File: config.mk
export PLATFORM = sky130hd
export DESIGN_NAME = riscv_lsu
export DESIGN_NICKNAME = d
export VERILOG_FILES = /design/src/rtl/riscv_pkg.sv /design/src/rtl/lsu_load_extend.sv /design/src/rtl/riscv_lsu.sv
export SDC_FILE = /design/constraint.sdc
export NUM_CORES = 1
export LEC_CHECK = 0
export ABC_AREA = 1
export CORE_MARGIN = 2
export CORE_UTILIZATION = 42
export CTS_BUF_LIST = sky130_fd_sc_hd__clkbuf_8
export DETAILED_ROUTE_END_ITERATION = 16
export PLACE_DENSITY = 0.86
export REMOVE_ABC_BUFFERS = 1
export SYNTH_ARGS = -nofsm -noshare
export SYNTH_HDL_FRONTEND = slang
export SYNTH_HIERARCHICAL = 1
export SYNTH_SLANG_ARGS = --single-unit
File: constraint.sdc
create_clock -name clk_i -period 4.5 [get_ports clk_i]
set_clock_uncertainty 0.15 [all_clocks]
set_input_delay 0.9 -clock clk_i [delete_from_list [all_inputs] [get_ports clk_i]]
set_output_delay 0.9 -clock clk_i [all_outputs]
set_load 0.02 [all_outputs]
File: src/rtl/riscv_pkg.sv
`default_nettype none
// ============================================================================
// Module   : riscv_pkg
// Purpose  : Shared load/store size codes (also used by decoder_riscv), the
//            load/store unit state type and small access-legality helpers.
// Ports    : none (package)
// Revision : 1.0 - initial release
// ============================================================================
package riscv_pkg;

  localparam logic [2:0] LDST_B  = 3'd0;
  localparam logic [2:0] LDST_H  = 3'd1;
  localparam logic [2:0] LDST_W  = 3'd2;
  localparam logic [2:0] LDST_BU = 3'd4;
  localparam logic [2:0] LDST_HU = 3'd5;

  typedef enum logic [1:0] {
    IDLE = 2'd0,
    BUSY = 2'd1,
    DONE = 2'd2
  } lsu_state_t;

  // Codes 3, 6 and 7 have no meaning for a 32-bit data port.
  function automatic logic size_legal(input logic [2:0] size);
    case (size)
      LDST_B, LDST_H, LDST_W, LDST_BU, LDST_HU: return 1'b1;
      default:                                 return 1'b0;
    endcase
  endfunction

  // Byte accesses can never straddle a word, so only H/HU/W are checked.
  function automatic logic misaligned(input logic [2:0] size, input logic [1:0] low);
    case (size)
      LDST_H, LDST_HU: return low[0];
      LDST_W:          return |low;
      default:         return 1'b0;
    endcase
  endfunction

endpackage
`default_nettype wire

File: src/rtl/lsu_load_extend.sv
`default_nettype none
// ============================================================================
// Module   : lsu_load_extend
// Purpose  : Picks the addressed byte/half out of a read word and sign- or
//            zero-extends it to 32 bits according to the load size.
// Ports    : rdata_i   [31:0] captured memory word
//            offset_i  [1:0]  byte offset of the access within the word
//            size_i    [2:0]  LDST_* size code
//            core_rd_o [31:0] extended load result
// Revision : 1.0 - initial release
// ============================================================================
module lsu_load_extend
  import riscv_pkg::*;
(
  input  logic [31:0] rdata_i,
  input  logic [1:0]  offset_i,
  input  logic [2:0]  size_i,
  output logic [31:0] core_rd_o
);

  logic [7:0]  byte_sel;
  logic [15:0] half_sel;

  always_comb begin
    case (offset_i)
      2'd0:    byte_sel = rdata_i[7:0];
      2'd1:    byte_sel = rdata_i[15:8];
      2'd2:    byte_sel = rdata_i[23:16];
      default: byte_sel = rdata_i[31:24];
    endcase
    // Halves are 2-byte aligned, so only offset bit 1 picks the half.
    half_sel = offset_i[1] ? rdata_i[31:16] : rdata_i[15:0];
  end

  always_comb begin
    case (size_i)
      LDST_B:  core_rd_o = {{24{byte_sel[7]}}, byte_sel};
      LDST_BU: core_rd_o = {24'd0, byte_sel};
      LDST_H:  core_rd_o = {{16{half_sel[15]}}, half_sel};
      LDST_HU: core_rd_o = {16'd0, half_sel};
      default: core_rd_o = rdata_i;
    endcase
  end

endmodule
`default_nettype wire

File: src/rtl/riscv_lsu.sv
`default_nettype none
// ============================================================================
// Module   : riscv_lsu
// Purpose  : Load/store unit between the core data port and data memory.
//            Issues word-aligned requests with byte enables and replicated
//            store data, stalls the core while memory is busy, returns the
//            extended load result and flags misaligned/illegal-size accesses.
// Ports    : clk_i, rst_i (sync, active high)
//            core_req_i/we_i/size_i/addr_i/wd_i  core request
//            core_rd_o, core_stall_o, core_fault_o  responses to core
//            mem_req_o/we_o/be_o/addr_o/wd_o       memory request
//            mem_rd_i, mem_ready_i                 memory response
// Revision : 1.0 - initial release
// ============================================================================
module riscv_lsu
  import riscv_pkg::*;
(
  input  logic        clk_i,
  input  logic        rst_i,
  input  logic        core_req_i,
  input  logic        core_we_i,
  input  logic [2:0]  core_size_i,
  input  logic [31:0] core_addr_i,
  input  logic [31:0] core_wd_i,
  output logic [31:0] core_rd_o,
  output logic        core_stall_o,
  output logic        core_fault_o,
  output logic        mem_req_o,
  output logic        mem_we_o,
  output logic [3:0]  mem_be_o,
  output logic [31:0] mem_addr_o,
  output logic [31:0] mem_wd_o,
  input  logic [31:0] mem_rd_i,
  input  logic        mem_ready_i
);

  lsu_state_t  state_q;
  logic [31:0] rdata_q;
  logic [1:0]  offset_q;
  logic [2:0]  size_q;

  logic access_bad;
  logic start;

  assign access_bad = !size_legal(core_size_i) || misaligned(core_size_i, core_addr_i[1:0]);

  // A new access is only accepted in IDLE; DONE ignores core_req_i so the
  // instruction still presented by the core is not issued a second time.
  assign start = (state_q == IDLE) && core_req_i && !access_bad;

  // The core holds its request stable under stall, so the memory side is
  // driven straight from the core inputs in both IDLE and BUSY.
  assign mem_req_o    = !rst_i && (start || (state_q == BUSY));
  assign core_stall_o = mem_req_o;
  assign core_fault_o = !rst_i && (state_q == IDLE) && core_req_i && access_bad;
  assign mem_we_o     = mem_req_o && core_we_i;
  assign mem_addr_o   = {core_addr_i[31:2], 2'b00};

  always_comb begin
    mem_be_o = 4'b1111;
    mem_wd_o = core_wd_i;
    if (core_we_i) begin
      case (core_size_i[1:0])
        2'd0: begin
          mem_be_o = 4'b0001 << core_addr_i[1:0];
          mem_wd_o = {4{core_wd_i[7:0]}};
        end
        2'd1: begin
          mem_be_o = 4'b0011 << core_addr_i[1:0];
          mem_wd_o = {2{core_wd_i[15:0]}};
        end
        default: begin
          mem_be_o = 4'b1111;
          mem_wd_o = core_wd_i;
        end
      endcase
    end
  end

  always_ff @(posedge clk_i) begin
    if (rst_i) begin
      state_q  <= IDLE;
      rdata_q  <= 32'd0;
      offset_q <= 2'd0;
      size_q   <= LDST_W;
    end else begin
      case (state_q)
        IDLE: begin
          if (start) begin
            size_q   <= core_size_i;
            offset_q <= core_addr_i[1:0];
            if (mem_ready_i) begin
              rdata_q <= mem_rd_i;
              state_q <= DONE;
            end else begin
              state_q <= BUSY;
            end
          end
        end
        BUSY: begin
          if (mem_ready_i) begin
            rdata_q <= mem_rd_i;
            state_q <= DONE;
          end
        end
        DONE:    state_q <= IDLE;
        default: state_q <= IDLE;
      endcase
    end
  end

  lsu_load_extend u_load_extend (
    .rdata_i   (rdata_q),
    .offset_i  (offset_q),
    .size_i    (size_q),
    .core_rd_o (core_rd_o)
  );

endmodule
`default_nettype wire

After elaboration in Yosys (flattened, before gate mapping)
Index checks and enable logic that the tools add are counted.
Operators by class
  add/subtract/negate cells: 0
  multipliers: 0
  div/mod/pow operators: 0
  order comparisons: 0
  equal/unequal tests: 13
  shift-type cells: 2
  multiplexer cells: 16
  bitwise logic cells: 0
  reduce and logical (&&, ||, !) cells: 24
Operator list (count)
  32-bit case mux with 2 select lines: 2
  32-bit case mux with 4 select lines: 1
  32-bit two-way mux: 3
  8-bit case mux with 3 select lines: 1
  16-bit two-way mux: 1
  3-bit equality test (second input constant): 4
  4-bit case mux with 2 select lines: 1
  1-bit logical AND: 7
  2-bit by 1-bit equality test with 1-bit output (second input constant): 3
  3-bit by 1-bit equality test with 1-bit output (second input constant): 2
  2-bit zero test: 3
  3-bit zero test: 2
  2-bit two-way mux: 3
  2-bit AND reduction: 3
  5-bit OR reduction: 1
  4-bit two-way mux: 1
  2-bit != test (second input constant): 2
  2-bit case mux with 2 select lines: 1
  2-bit OR reduction: 2
  1-bit by 2-bit left shift with 4-bit output (first input constant): 1
  2-bit by 2-bit left shift with 4-bit output (first input constant): 1
  3-bit by 2-bit equality test with 1-bit output (second input constant): 1
  1-bit zero test: 3
  2-bit equality test (second input constant): 1
  other kinds (4): 5
Storage, ports and cells
  register bits: 39
  bits in latches: 0
  RAM bits: 0
  memory bits (read-only): 0
  output and inout bits: 104
  word-level logic and storage cells: 59
  memories: 0

Logic depth before layout (Yosys ltp)
  depth in word-level cells: 10
  mapped depth: 10
  mapped depth without buffers: 8

By module
Netlist, hierarchy kept.
By module, submodules not included
  riscv_lsu: times used 1, cells each 389, area an instance 2517.4 sq um, seq. area each 780.7 sq um
  lsu_load_extend: times used 1, cells each 192, area an instance 895.9 sq um, seq. area each 0.0 sq um

Least setup slack after synthesis
OpenSTA, ideal clock, no wires.
  kind: input -> output
  start point: input port core_req_i
  end point: output port mem_req_o
  arrival: 2184 ps
  path slack: 1266 ps
  stages on the path: 9
  buffers on the path: 3
  cells stage by stage: inv_1 > nor3_2 > nand3_4 > nand2_2 > buf_6 > buf_6 > inv_1 > nor2_1 > buf_4
Between the ends
  longest elaborated chain between the ends: 4
Ends and longest elaborated chain
  from (decl): RTL line riscv_lsu.sv:20  | input logic core_req_i,
  1-bit logical AND (2 in a row): RTL line riscv_lsu.sv:49  | assign start = (state_q == IDLE) && core_req_i && !access_bad;
  1-bit logical OR: RTL line riscv_lsu.sv:53  | assign mem_req_o = !rst_i && (start || (state_q == BUSY));
  1-bit logical AND: RTL line riscv_lsu.sv:53
  to (decl): RTL line riscv_lsu.sv:28  | output logic mem_req_o,
Every way passes these cells.

Worst setup path after layout
  start point: register offset_q[1]
  end point: output port core_rd_o[9]
Between the ends
  longest elaborated chain between the ends: 3
  elaborated cells between the ends (all ways): 6
  classes of those cells: 2 x eq/ne; 3 x mux; 1 x reduce/logical
Ends and longest elaborated chain
  from (decl): RTL line riscv_lsu.sv:39  | logic [1:0] offset_q;
  from (signal assigned): RTL line riscv_lsu.sv:91  | offset_q <= core_addr_i[1:0];
  2-bit equality test, or another cell as far along: RTL line lsu_load_extend.sv:25  | case (offset_i)
  8-bit case mux with 3 select lines: RTL line lsu_load_extend.sv:25
  32-bit case mux with 4 select lines *: RTL line lsu_load_extend.sv:36  | case (size_i)
  to (decl): RTL line riscv_lsu.sv:25  | output logic [31:0] core_rd_o,
Mark *: on every way between the ends. The rest lies on a longest branch, timed or not.

==> results.md <==
* Result of the run: complete, no violations
* Area Growth Syn to Fin at 35.0%
* Nets at just under 800
* CP top delay family: buffers and inverters
* Area post-placement at 4520 sq um
* Clock power frac at between 20% and 30%
* Core Util, Final at 59.0%
* Max Cap Violations at 0
* Worst reg-to-reg path cell count at 7
* Top FF cell, synth: dfxtp_1
* Core area at 7810 sq um
* CTS resizes at 0
* Startpoint types: flip-flop
* Period utilization at ~90%
* Initial antenna violation count at 0
* Flop pwr share at between 30% and 40%
* Largest net degree at the start of global routing at 66
* Tightest hold margin at approximately 0.38 ns
* Ys async rst share at 0%
* CP dominant cell by count: nand2_1
* Most common cell after layout, fill and taps aside: nand2_1
* Total Routing Usage GR at a little over a quarter
* Initial core utilization at between 40% and 50%
* Post-Syn Instances at between 500 and 600
* Min-Delay Startpoint: state_q[0]$_SDFFE_PP0P_
* Clk slew on worst S/H paths at roughly 0.080 ns
* Yosys reg bits at 39
* LEAKAGE at 0.00219 uW
* Synth top area cells: dfxtp_1 23%, nand2_1 17%, buf_4 9.2%, nand3_1 9.1%, nor2_1 7.5%
* Buffers on Ports at roughly 150
* First-pass detailed-route iteration total at 4
* Die X at 94.2 um
* Worst reg2reg setup slack at 2.49 ns
* TritonCTS Buffers at 5
* Crit path largest cell delay at between 0.8 and 0.9 ns
* Routability cong. at about 0.87
* Synth warn at 6
* Slew Limit Fails at 0
* Buf+Inv Stages, Crit Path at 2
* Hpwl dp at about 9000 um
* Pint at ~680 uW
* Crit end category: output port
* Sink Count at 39
* Gate power share at between 40% and 50%
* Setup TNS at 0 ns
* Worst Max-Slew Pin Slew at approximately 0.85 ns
* Yosys top cell area share at between 20% and 30%
* Critical Path RT at roughly 3.5 ns
* Max transition margin at 43.5%
* Setup bufs post-CTS at 0
* Finish-stage setup viols at 0
* WHS Endpoint: state_q[0]$_SDFFE_PP0P_
* Detailed Route WL at roughly 12000 um
* RSZ-0062 raised after global routing: false
* First-pass GRT wire length at about 19000 um
* Global route total overflow at 0
* Crit path max-delay cell type: dfxtp_1
* Max frequency at between 0.2 and 0.25 GHz
* Hold WC Path Type: reg -> reg
* Worst Path Max Fanout at 24
* # DRC at 0
* Peak supply drop at 0.135 mV
* CTS Buffer Depth at 2
* Netlist cell types at 26
* Vias per cell at about 5.3
* Seq/Total Area, Yosys at a little under a quarter
* Hold Path Depth at 1
* CP arrival at just over 3 ns
* Switching fraction of total power at between 30% and 40%
* CP Cell Sequence: inv_2 -> nand2_1 -> nand2_1 -> nand3_2 -> nand3_4 -> nand3_1 -> clkdlybuf4s50_1
* Routed Antenna Nets at 0
* Htree depth at 2
* Die area at around 9000 sq um
* IO Pins at between 200 and 250
* Vias in the first global route at 3728
* Post-synth EDFFs at 0
* Post-route cell area at 4610 sq um
* Layout cells sized above 1 at ~6.3%
* R2r endpoint: rdata_q[13]$_SDFFE_PP0P_
* Die height at 94.2 um
* Hold_buf cts at 0
* Final Hold Fails at 0
* Via count at slightly above 4000
* Min Clock Period, post-route at between 4 and 5 ns
* Clock root buffer master: clkbuf_8
* Switching pwr at slightly below 400 uW
* CP Class: reg -> out
* Wire per inst at approximately 16 um
* CTS tree: yes
* DRT iter0 DRCs at roughly 280
* Cell Rows at 32
* Later-pin clock latency in the skew report at approximately 0.30 ns
* Worst reg2reg startpoint: state_q[0]$_SDFFE_PP0P_
* Post-Syn Area at 3410 sq um
* Pwr Density at 233 nW/um^2
* # diodes at 0
* Post-synth top area cell: dfxtp_1
* Synthesized area per cell at between 5 and 6 sq um
* Most frequent cells in the layout: 158 x nand2_1, 144 x clkdlybuf4s50_1, 68 x nor2_1
-- registers in the layout, indices dropped and copies added (netlist names) --
name,flops
offset_q,2
state_q,2
size_q,3
rdata_q,32
-- layout make-up --
class,count,area [sq um]
clock buffer,5,68.8
clock inverter,3,16.3
fill,727,3200
inverter,67,251
multi-input combinational,402,1870
sequential,39,781
tap,102,128
timing repair buffer,152,1500
-- per-stage QoR --
step,std cells,setup WS [ns],total power [uW]
3_3_place_gp,762,0.717,828
5_1_grt,770,0.171,1130
6_report,770,0.398,1070
4_1_cts,770,0.469,1070
2_1_floorplan,508,0.799,605
3_5_place_dp,762,0.663,833
-- worst reg2reg max path, delay by kind of cell, from the launching register on --
| kind | cells | cell delay (ns) |
|---|---|---|
| flops | 1 | 0.33 |
| simple gates | 6 | 0.87 |
| buf+inv | 1 | 0.54 |
-- worst max-delay path by stage --
stage / endpoint / slack, ns / cells after the start / from
global route: core_rd_o[14] / 0.17 / 7 / offset_q[1]$_SDFFE_PP0P_
detailed placement: mem_wd_o[15] / 0.66 / 8 / core_size_i[0]
CTS: core_rd_o[14] / 0.47 / 7 / offset_q[1]$_SDFFE_PP0P_
finish: core_rd_o[9] / 0.40 / 7 / offset_q[1]$_SDFFE_PP0P_
global placement: core_stall_o / 0.72 / 9 / core_addr_i[0]
floorplan: core_stall_o / 0.80 / 6 / core_req_i
-- layer usage --
layer / global-route usage (%) / up-vias / routed length, um / part of all wire [%]
met5: 7.69 / - / 65 / 0.54
li1: - / 1969 / - / -
met2: 37.4 / 244 / 4860 / 40
met1: 36.2 / 1823 / 5610 / 46
met3: 12.4 / 20 / 1410 / 12
met4: 6.64 / 2 / 163 / 1.3
-- synth_stat cells, types with 2 or more instances --
master / count
o22ai_1: 8
nor3_2: 2
nand3_1: 62
nand3_2: 13
nor2_1: 68
dfxtp_1: 39
nor2_2: 2
a21oi_1: 36
nand2_2: 4
buf_1: 2
clkbuf_1: 13
nand3_4: 2
o21ai_0: 37
inv_2: 3
inv_1: 63
o211ai_1: 4
buf_4: 42
nand2_1: 158
buf_2: 7
buf_6: 10
-- power groups by stage --
stage	clock network (uW)	registers, uW	logic (uW)
floorplan	0	398	206
global placement	0	402	425
detailed placement	0	403	429
CTS	245	396	433
global route	258	401	472
finish	242	397	435
-- cells by family after synthesis --
group	share of synthesized area, %
AND/OR/NAND/NOR	41.0
buffers and inverters	22.6
flip-flops	22.9
other	0.110
AO/OA/AOI/OAI	13.5
(Power assumes the default switching activity.)
